`src/rtl/fsum_acc_pkg.sv`:
```
// Shared definitions for the fsum_acc partial-sum accumulator.
// Holds the FSM encoding, default geometry and the ReLU helper.
package fsum_acc_pkg;

    localparam int MAX_O_SIDE = 128;
    localparam int BURST_LEN  = 8;

    typedef enum logic [1:0] {
        ST_IDLE = 2'd0,
        ST_REQ  = 2'd1,
        ST_ADD  = 2'd2,
        ST_WB   = 2'd3
    } state_t;

    // True when ReLU forces the result to +0. Negative zero counts as negative.
    function automatic logic relu_zero(input logic sign_bit, input logic relu_en);
        return sign_bit & relu_en;
    endfunction

endpackage

```
`src/rtl/fsum_acc_fp_add.sv`:
```
// IEEE binary floating-point adder (round-to-nearest-even) with fixed ADD_LAT pipeline.
// One result per operation_nd, rdy exactly ADD_LAT cycles later; no backpressure, rst flushes in-flight ops.
module fp_add #(
    parameter int DW      = 16,
    parameter int ADD_LAT = 4
) (
    input  logic          clk,
    input  logic          rst,
    input  logic [DW-1:0] a,
    input  logic [DW-1:0] b,
    input  logic          operation_nd,
    output logic [DW-1:0] result,
    output logic          rdy
);

    localparam int EW = (DW == 64) ? 11 : (DW == 32) ? 8 : 5;
    localparam int MW = DW - 1 - EW;
    localparam int FW = MW + 5;
    localparam logic [EW-1:0] EMAX = '1;

    logic [DW-1:0] big, sml, sum_d;
    logic [EW-1:0] be, se, diff;
    logic [FW-1:0] bm, sm, acc;
    logic [EW+1:0] ex;
    logic [MW+1:0] mr;
    logic          sticky;

    always_comb begin
        big = a;
        sml = b;
        if (a[DW-2:0] < b[DW-2:0]) begin
            big = b;
            sml = a;
        end
        be   = (big[DW-2:MW] == '0) ? EW'(1) : big[DW-2:MW];
        se   = (sml[DW-2:MW] == '0) ? EW'(1) : sml[DW-2:MW];
        diff = be - se;
        bm   = {1'b0, big[DW-2:MW] != '0, big[MW-1:0], 3'b000};
        sm   = {1'b0, sml[DW-2:MW] != '0, sml[MW-1:0], 3'b000};
        sticky = 1'b0;
        for (int i = 0; i < FW; i++) begin
            if (i < int'(diff)) sticky = sticky | sm[i];
        end
        sm    = (int'(diff) >= FW) ? '0 : (sm >> diff);
        sm[0] = sm[0] | sticky;
        acc   = (big[DW-1] == sml[DW-1]) ? (bm + sm) : (bm - sm);
        ex    = {2'b00, be};
        if (acc[FW-1]) begin
            acc = {1'b0, acc[FW-1:2], acc[1] | acc[0]};
            ex  = ex + (EW+2)'(1);
        end
        // Left-normalise after cancellation, stopping at the subnormal floor.
        for (int i = 0; i < FW; i++) begin
            if (!acc[FW-2] && ex > (EW+2)'(1)) begin
                acc = acc << 1;
                ex  = ex - (EW+2)'(1);
            end
        end
        if (!acc[FW-2]) ex = '0;
        mr = {1'b0, acc[FW-2:3]} + {{(MW+1){1'b0}}, acc[2] & (acc[1] | acc[0] | acc[3])};
        if (mr[MW+1]) begin
            ex = ex + (EW+2)'(1);
            mr = mr >> 1;
        end else if (ex == '0 && mr[MW]) begin
            ex = (EW+2)'(1);
        end

        if (acc == '0)
            sum_d = {big[DW-1] & sml[DW-1], {(DW-1){1'b0}}};
        else if (ex >= {2'b00, EMAX})
            sum_d = {big[DW-1], EMAX, {MW{1'b0}}};
        else
            sum_d = {big[DW-1], ex[EW-1:0], mr[MW-1:0]};

        if (a[DW-2:MW] == EMAX || b[DW-2:MW] == EMAX) begin
            if (a[DW-2:0] == {EMAX, {MW{1'b0}}} && b[DW-2:0] == {EMAX, {MW{1'b0}}}
                && a[DW-1] != b[DW-1])
                sum_d = {1'b0, EMAX, 1'b1, {(MW-1){1'b0}}};
            else
                sum_d = big;
        end
    end

    logic [DW-1:0]      pipe_q [ADD_LAT];
    logic [DW-1:0]      pipe_d [ADD_LAT];
    logic [ADD_LAT-1:0] vld_q, vld_d;

    always_comb begin
        vld_d[0]  = operation_nd;
        pipe_d[0] = sum_d;
        for (int i = 1; i < ADD_LAT; i++) begin
            vld_d[i]  = vld_q[i-1];
            pipe_d[i] = pipe_q[i-1];
        end
    end

    always_ff @(posedge clk) begin
        if (rst) vld_q <= '0;
        else     vld_q <= vld_d;
    end

    always_ff @(posedge clk) begin
        for (int i = 0; i < ADD_LAT; i++) pipe_q[i] <= pipe_d[i];
    end

    assign result = pipe_q[ADD_LAT-1];
    assign rdy    = vld_q[ADD_LAT-1];

endmodule

```
`src/rtl/fsum_acc.sv`:
```
// Accumulates a LANES-word burst into a partial-sum entry, emitting the final (optionally ReLU'd) sum.
// Burst takes 2+LANES*ADD_LAT cycles from valid to ready; upstream is paced by reads_en, no other backpressure.
module fsum_acc
    import fsum_acc_pkg::*;
#(
    parameter int DW      = 16,
    parameter int LANES   = BURST_LEN,
    parameter int DEPTH   = MAX_O_SIDE,
    parameter int ADD_LAT = 4,
    parameter int IW      = 8
) (
    input  logic                clk,
    input  logic                rst,
    input  logic                fsum_enable,
    output logic                reads_en,
    input  logic                valid,
    input  logic [LANES*DW-1:0] data,
    input  logic [DW-1:0]       bias,
    input  logic [15:0]         i_channel_count,
    input  logic                last_channel,
    input  logic [IW-1:0]       fsum_index,
    input  logic                relu_en,
    output logic [DW-1:0]       fsum_result,
    output logic                result_valid,
    output logic                ready,
    output logic                idx_err
);

    localparam int AW = (DEPTH > 1) ? $clog2(DEPTH) : 1;
    localparam int LW = $clog2(LANES + 1);
    localparam logic [LW-1:0] LANES_W = LW'(LANES);
    localparam logic [IW:0]   DEPTH_W = (IW+1)'(DEPTH);

    logic [DW-1:0] psum_q [DEPTH];

    state_t              state_q, state_d;
    logic [LANES*DW-1:0] data_q, data_d;
    logic [IW-1:0]       idx_q, idx_d;
    logic                last_q, last_d, relu_q, relu_d, bad_q, bad_d, first_q, first_d;
    logic [DW-1:0]       acc_q, acc_d;
    logic [LW-1:0]       lane_q, lane_d;
    logic                reads_en_q, reads_en_d, ready_q, ready_d;
    logic                result_valid_q, result_valid_d, idx_err_q, idx_err_d;
    logic [DW-1:0]       fsum_result_q, fsum_result_d;

    logic          add_nd, add_rdy;
    logic [DW-1:0] add_a, add_b, add_res;
    logic [LW-1:0] lane_sel, lane_nxt;
    logic          idx_ok;
    logic [DW-1:0] psum_rd;

    assign idx_ok   = {1'b0, fsum_index} < DEPTH_W;
    assign psum_rd  = idx_ok ? psum_q[fsum_index[AW-1:0]] : '0;
    assign lane_nxt = lane_q + LW'(1);
    assign add_b    = data_q[lane_sel*DW +: DW];

    always_comb begin
        state_d        = state_q;
        data_d         = data_q;
        idx_d          = idx_q;
        last_d         = last_q;
        relu_d         = relu_q;
        bad_d          = bad_q;
        first_d        = 1'b0;
        acc_d          = acc_q;
        lane_d         = lane_q;
        reads_en_d     = 1'b0;
        ready_d        = 1'b0;
        result_valid_d = 1'b0;
        idx_err_d      = 1'b0;
        fsum_result_d  = fsum_result_q;
        add_nd         = 1'b0;
        add_a          = acc_q;
        lane_sel       = '0;
        case (state_q)
            ST_IDLE: begin
                if (fsum_enable) begin
                    state_d    = ST_REQ;
                    reads_en_d = 1'b1;
                end
            end
            ST_REQ: begin
                if (valid) begin
                    data_d    = data;
                    idx_d     = fsum_index;
                    last_d    = last_channel;
                    relu_d    = relu_en;
                    bad_d     = !idx_ok;
                    idx_err_d = !idx_ok;
                    acc_d     = (i_channel_count == 16'd0) ? bias : psum_rd;
                    lane_d    = '0;
                    first_d   = 1'b1;
                    state_d   = ST_ADD;
                end else begin
                    reads_en_d = 1'b1;
                end
            end
            ST_ADD: begin
                if (first_q) add_nd = 1'b1;
                // Each result chains straight into the next lane so lanes issue every ADD_LAT cycles.
                if (add_rdy) begin
                    acc_d  = add_res;
                    lane_d = lane_nxt;
                    if (lane_nxt < LANES_W) begin
                        add_nd   = 1'b1;
                        add_a    = add_res;
                        lane_sel = lane_nxt;
                    end else begin
                        state_d = ST_WB;
                        ready_d = 1'b1;
                        if (last_q) begin
                            result_valid_d = 1'b1;
                            fsum_result_d  = relu_zero(add_res[DW-1], relu_q) ? '0 : add_res;
                        end
                    end
                end
            end
            ST_WB:   state_d = ST_IDLE;
            default: state_d = ST_IDLE;
        endcase
    end

    always_ff @(posedge clk) begin
        if (rst) begin
            state_q        <= ST_IDLE;
            data_q         <= '0;
            idx_q          <= '0;
            last_q         <= 1'b0;
            relu_q         <= 1'b0;
            bad_q          <= 1'b0;
            first_q        <= 1'b0;
            acc_q          <= '0;
            lane_q         <= '0;
            reads_en_q     <= 1'b0;
            ready_q        <= 1'b0;
            result_valid_q <= 1'b0;
            idx_err_q      <= 1'b0;
            fsum_result_q  <= '0;
        end else begin
            state_q        <= state_d;
            data_q         <= data_d;
            idx_q          <= idx_d;
            last_q         <= last_d;
            relu_q         <= relu_d;
            bad_q          <= bad_d;
            first_q        <= first_d;
            acc_q          <= acc_d;
            lane_q         <= lane_d;
            reads_en_q     <= reads_en_d;
            ready_q        <= ready_d;
            result_valid_q <= result_valid_d;
            idx_err_q      <= idx_err_d;
            fsum_result_q  <= fsum_result_d;
        end
    end

    always_ff @(posedge clk) begin
        if (!rst && state_q == ST_WB && !bad_q) psum_q[idx_q[AW-1:0]] <= acc_q;
    end

    fp_add #(.DW(DW), .ADD_LAT(ADD_LAT)) u_fp_add (
        .clk          (clk),
        .rst          (rst),
        .a            (add_a),
        .b            (add_b),
        .operation_nd (add_nd),
        .result       (add_res),
        .rdy          (add_rdy)
    );

    assign reads_en     = reads_en_q;
    assign ready        = ready_q;
    assign result_valid = result_valid_q;
    assign idx_err      = idx_err_q;
    assign fsum_result  = fsum_result_q;

endmodule

```
`config.mk`:
```
export PLATFORM = sky130hd
export DESIGN_NAME = fsum_acc
export DESIGN_NICKNAME = d
export VERILOG_FILES = /design/src/rtl/fsum_acc_pkg.sv /design/src/rtl/fsum_acc_fp_add.sv /design/src/rtl/fsum_acc.sv
export SDC_FILE = /design/constraint.sdc
export NUM_CORES = 2
export LEC_CHECK = 0
export CAP_MARGIN = 20
export CORE_ASPECT_RATIO = 0.6
export CORE_MARGIN = 2
export CORE_UTILIZATION = 40
export CTS_BUF_LIST = sky130_fd_sc_hd__clkbuf_4
export CTS_CLUSTER_SIZE = 12
export DETAILED_ROUTE_END_ITERATION = 16
export DONT_BUFFER_PORTS = 1
export GPL_TIMING_DRIVEN = 0
export PLACE_DENSITY = 0.51
export SLEW_MARGIN = 10
export SYNTH_ARGS = -nofsm -noshare
export SYNTH_HDL_FRONTEND = slang
export SYNTH_SLANG_ARGS = --single-unit
```
`constraint.sdc`:
```
create_clock -name clk -period 47.1 [get_ports clk]
set_input_delay 2.355 -clock clk [delete_from_list [all_inputs] [get_ports clk]]
set_output_delay 2.355 -clock clk [all_outputs]
set_load 0.1 [all_outputs]
```
==> impl_results.md <==
* Status: completed
* Starting Density at 0.404
* Max-Cap Viols at 0
* Clock H-tree levels at 6
* Remaining DRCs at 0
* Main combinational cell family by area after synthesis: multiplexers
* Core area at 250,000 um2
* CP peak stage delay at 0.57 ns
* Die Y at 393 um
* Die X at 653 um
* Max-slew violation count at 0
* Hold depth at 0
* Worst-margin pin slew at 1.27 ns
* Synthesis-stage register bit count at 2,297
* Finished Cell Area at 116,000 um2
* Clock sink count at 2,297
* I/O Pins at 194
* Reg2reg setup slack at 3.06 ns
* CTS clock-pin slew for the worst setup and hold paths at 0.07 ns
* WHS at 0.255 ns
* Clk Latency, worst-skew pair at 1.30 ns
* Wirelength per Cell at 30.3 um
* Fin crit share at 0.935
* Prevailing post-synth register cell: edfxtp_1
* Critical Path RT at 48.17 ns
* Area after DPL at 108,000 um2
* Worst Path Max Fanout at 19
* Post-synthesis cell area at 101,000 um2
* Die area at 257,000 um2
* Slew margin rel. at 0.148
* Crit-path slowest cell: mux2i_1
* Total number of vias at 63,576
* Dpl hpwl at 235 mm
* Proportion of synthesized area in mux cells at 0.181
* RSZ-0062 raised after global routing: false
* Distinct cells, synth at 123
* # rows at 142
* Synth warnings at 0
* Cells after Synth at 6,213
* Synth Area in Adders at 0.0106
* Remaining antenna violation count after routing at 0
* Xor/xnor cell area share of the yosys netlist at 0.00500
* Number of port buffers at 0
* Hold buffer count at cts at 0
* Clk buf depth at 4
* Grt total ovfl at 0
* Layout cells sized above 1 at 0.288
* Vias in the first global route at 59,915
* Startpoint Class: register
* Routed WL at 323 mm
* Root Buffer: clkbuf_4
* Layout area overhead at 14.6%
* EDFF count, synth at 2,048
* Pin count of the biggest net entering global routing at 89
* TritonCTS buffer count at 558
* Gr usage total at 0.247
* Final GP Congestion at 0.893
* Synth async-reset ratio at 0
* CP arrival at 45.11 ns
* Min Tclk post-route at 44.04 ns
* Pre-antenna DRT Iters at 8
* Fin nets at 7,215
* Antenna violations before repair at 37
* Skew final at 0.118 ns
* Simple-Gate Fraction of Synth Area at 0.0618
* Final Util at 0.462
* CTS tree: done
* Most frequent CP cell: ha_1
* Register area share after synthesis at 0.658
* Post-synthesis compound-gate area fraction at 0.0659
* Post-Syn Nets at 6,471
* First-pass GRT wire length at 452 mm
* Achievable frequency at 0.0227 GHz
* Iteration-0 DRC Markers at 8,981
* Endpoints failing hold at 0
* Critical setup path kind: reg2reg
* R2R depth at 173
* Crit path capture type: register
* Routed vias/inst at 5.97
* HP Class: reg2reg
* Syn Area/Cell at 16.3 um2
* Final setup vio count at 0
-- sequential cells by signal, indices dropped and copies added (netlist names) --
signal           cells
acc_q               16
bad_q                1
data_q             128
first_q              1
fsum_result         16
idx_err              1
idx_q                7
lane_q               4
last_q               1
psum_q            2048
reads_en             1
ready                1
relu_q               1
result_valid         1
state_q              2
u_fp_add.pipe_q     64
u_fp_add.vld_q       4
-- layer usage --
| metal | GRT usage | up-vias | routed length, um |
|---|---|---|---|
| li1 | - | 26875 | - |
| met2 | 0.301 | 3208 | 121000 |
| met4 | 0.0549 | 20 | 6170 |
| met1 | 0.411 | 33067 | 157000 |
| met3 | 0.0805 | 406 | 38300 |
| met5 | 0 | - | 142 |
-- synth_stat cells (28+ instances only) --
cell | count | share of area
a21o_1 | 28 | 0.0021
dfxtp_1 | 249 | 0.049
and2_1 | 31 | 0.0019
nor2_1 | 410 | 0.015
mux2_2 | 58 | 0.0065
xnor2_1 | 39 | 0.0034
nor4_1 | 35 | 0.0022
clkbuf_1 | 223 | 0.0083
inv_1 | 84 | 0.0031
a21oi_1 | 367 | 0.018
nand3_1 | 101 | 0.0050
ha_1 | 82 | 0.010
a31oi_1 | 32 | 0.0020
a211oi_1 | 37 | 0.0027
edfxtp_1 | 2048 | 0.61
mux2i_1 | 231 | 0.023
o31ai_1 | 30 | 0.0022
nor3_1 | 69 | 0.0034
o21ai_0 | 109 | 0.0054
buf_1 | 94 | 0.0035
and3_1 | 31 | 0.0019
nand4_1 | 31 | 0.0019
mux4_2 | 675 | 0.15
o211ai_1 | 43 | 0.0032
buf_2 | 28 | 0.0014
nand2_1 | 526 | 0.020
-- worst paths after layout --
path                               from               endpoint
setup / recovery             state_q[0]  u_fp_add.pipe_q[0][1]
setup reg to reg             state_q[0]  u_fp_add.pipe_q[0][1]
hold reg to reg   u_fp_add.pipe_q[2][5]  u_fp_add.pipe_q[3][5]
hold / removal    u_fp_add.pipe_q[2][5]  u_fp_add.pipe_q[3][5]
-- cell families (layout without fill, tap and decap cells) --
| family | Yosys count | after routing |
|---|---|---|
| mux | 975 | 975 |
| buf+inv | 444 | 1562 |
| flops | 2297 | 2297 |
| fa+ha+maj | 84 | 84 |
| xor+xnor | 56 | 56 |
| simple gates | 1381 | 1381 |
| compound gates | 976 | 976 |
| other cells | 0 | 10 |
-- critical path, delay by kind of cell, from the launching register on --
kind | cells | cell delay, ns
simple gates | 36 | 7.10
buf+inv | 46 | 12.22
compound gates | 54 | 13.24
flops | 1 | 0.33
mux | 15 | 5.49
fa+ha+maj | 20 | 4.91
xor+xnor | 2 | 0.35
-- layout by cell type (no fill, tap or decap), types with 32 or more instances in the layout --
cell | netlist | final
buf_1 | 94 | 76
ha_1 | 82 | 82
mux4_2 | 675 | 675
nand2_1 | 526 | 525
nor2_2 | 2 | 117
mux2i_1 | 231 | 225
edfxtp_1 | 2048 | 2048
nand3_1 | 101 | 101
clkbuf_4 | 0 | 799
dfxtp_1 | 249 | 233
inv_1 | 84 | 84
nor3_1 | 69 | 67
buf_2 | 28 | 41
buf_8 | 0 | 124
mux2_2 | 58 | 58
xnor2_1 | 39 | 39
clkbuf_1 | 223 | 196
o21ai_0 | 109 | 109
a211oi_1 | 37 | 37
o211ai_1 | 43 | 43
nor2_1 | 410 | 281
a31oi_1 | 32 | 32
clkinv_1 | 2 | 87
nor4_1 | 35 | 34
a21oi_1 | 367 | 367
-- final cells by class --
| type | count | area [um2] |
|---|---|---|
| buffer | 353 | 1460 |
| multi-input combinational | 3472 | 33300 |
| sequential | 2297 | 66500 |
| fill | 21924 | 135000 |
| inverter | 90 | 338 |
| timing repair buffer | 185 | 2980 |
| clock inverter | 136 | 927 |
| antenna | 10 | 25.0 |
| clock buffer | 798 | 5990 |
| tap | 3312 | 4140 |
-- repair_timing --
item                       CTS  global route
pin swaps                    0             2
resized for setup            1            41
setup endpoints to repair    1            16
setup buffers                0             4
-- metrics by stage --
stage	instances	setup TNS [ns]	setup slack (ns)
after floorplan	6213	0	11.59
after global placement	9525	-24.42	-1.97
after detailed placement	9688	0	0.316
after CTS	10622	0	0.0599
after global routing	10652	0	0.0317
final	10653	0	3.06
Power is left out: the tool's default activity adds up to more than one toggle a clock period on the data nets, which glitch-free logic cannot reach.
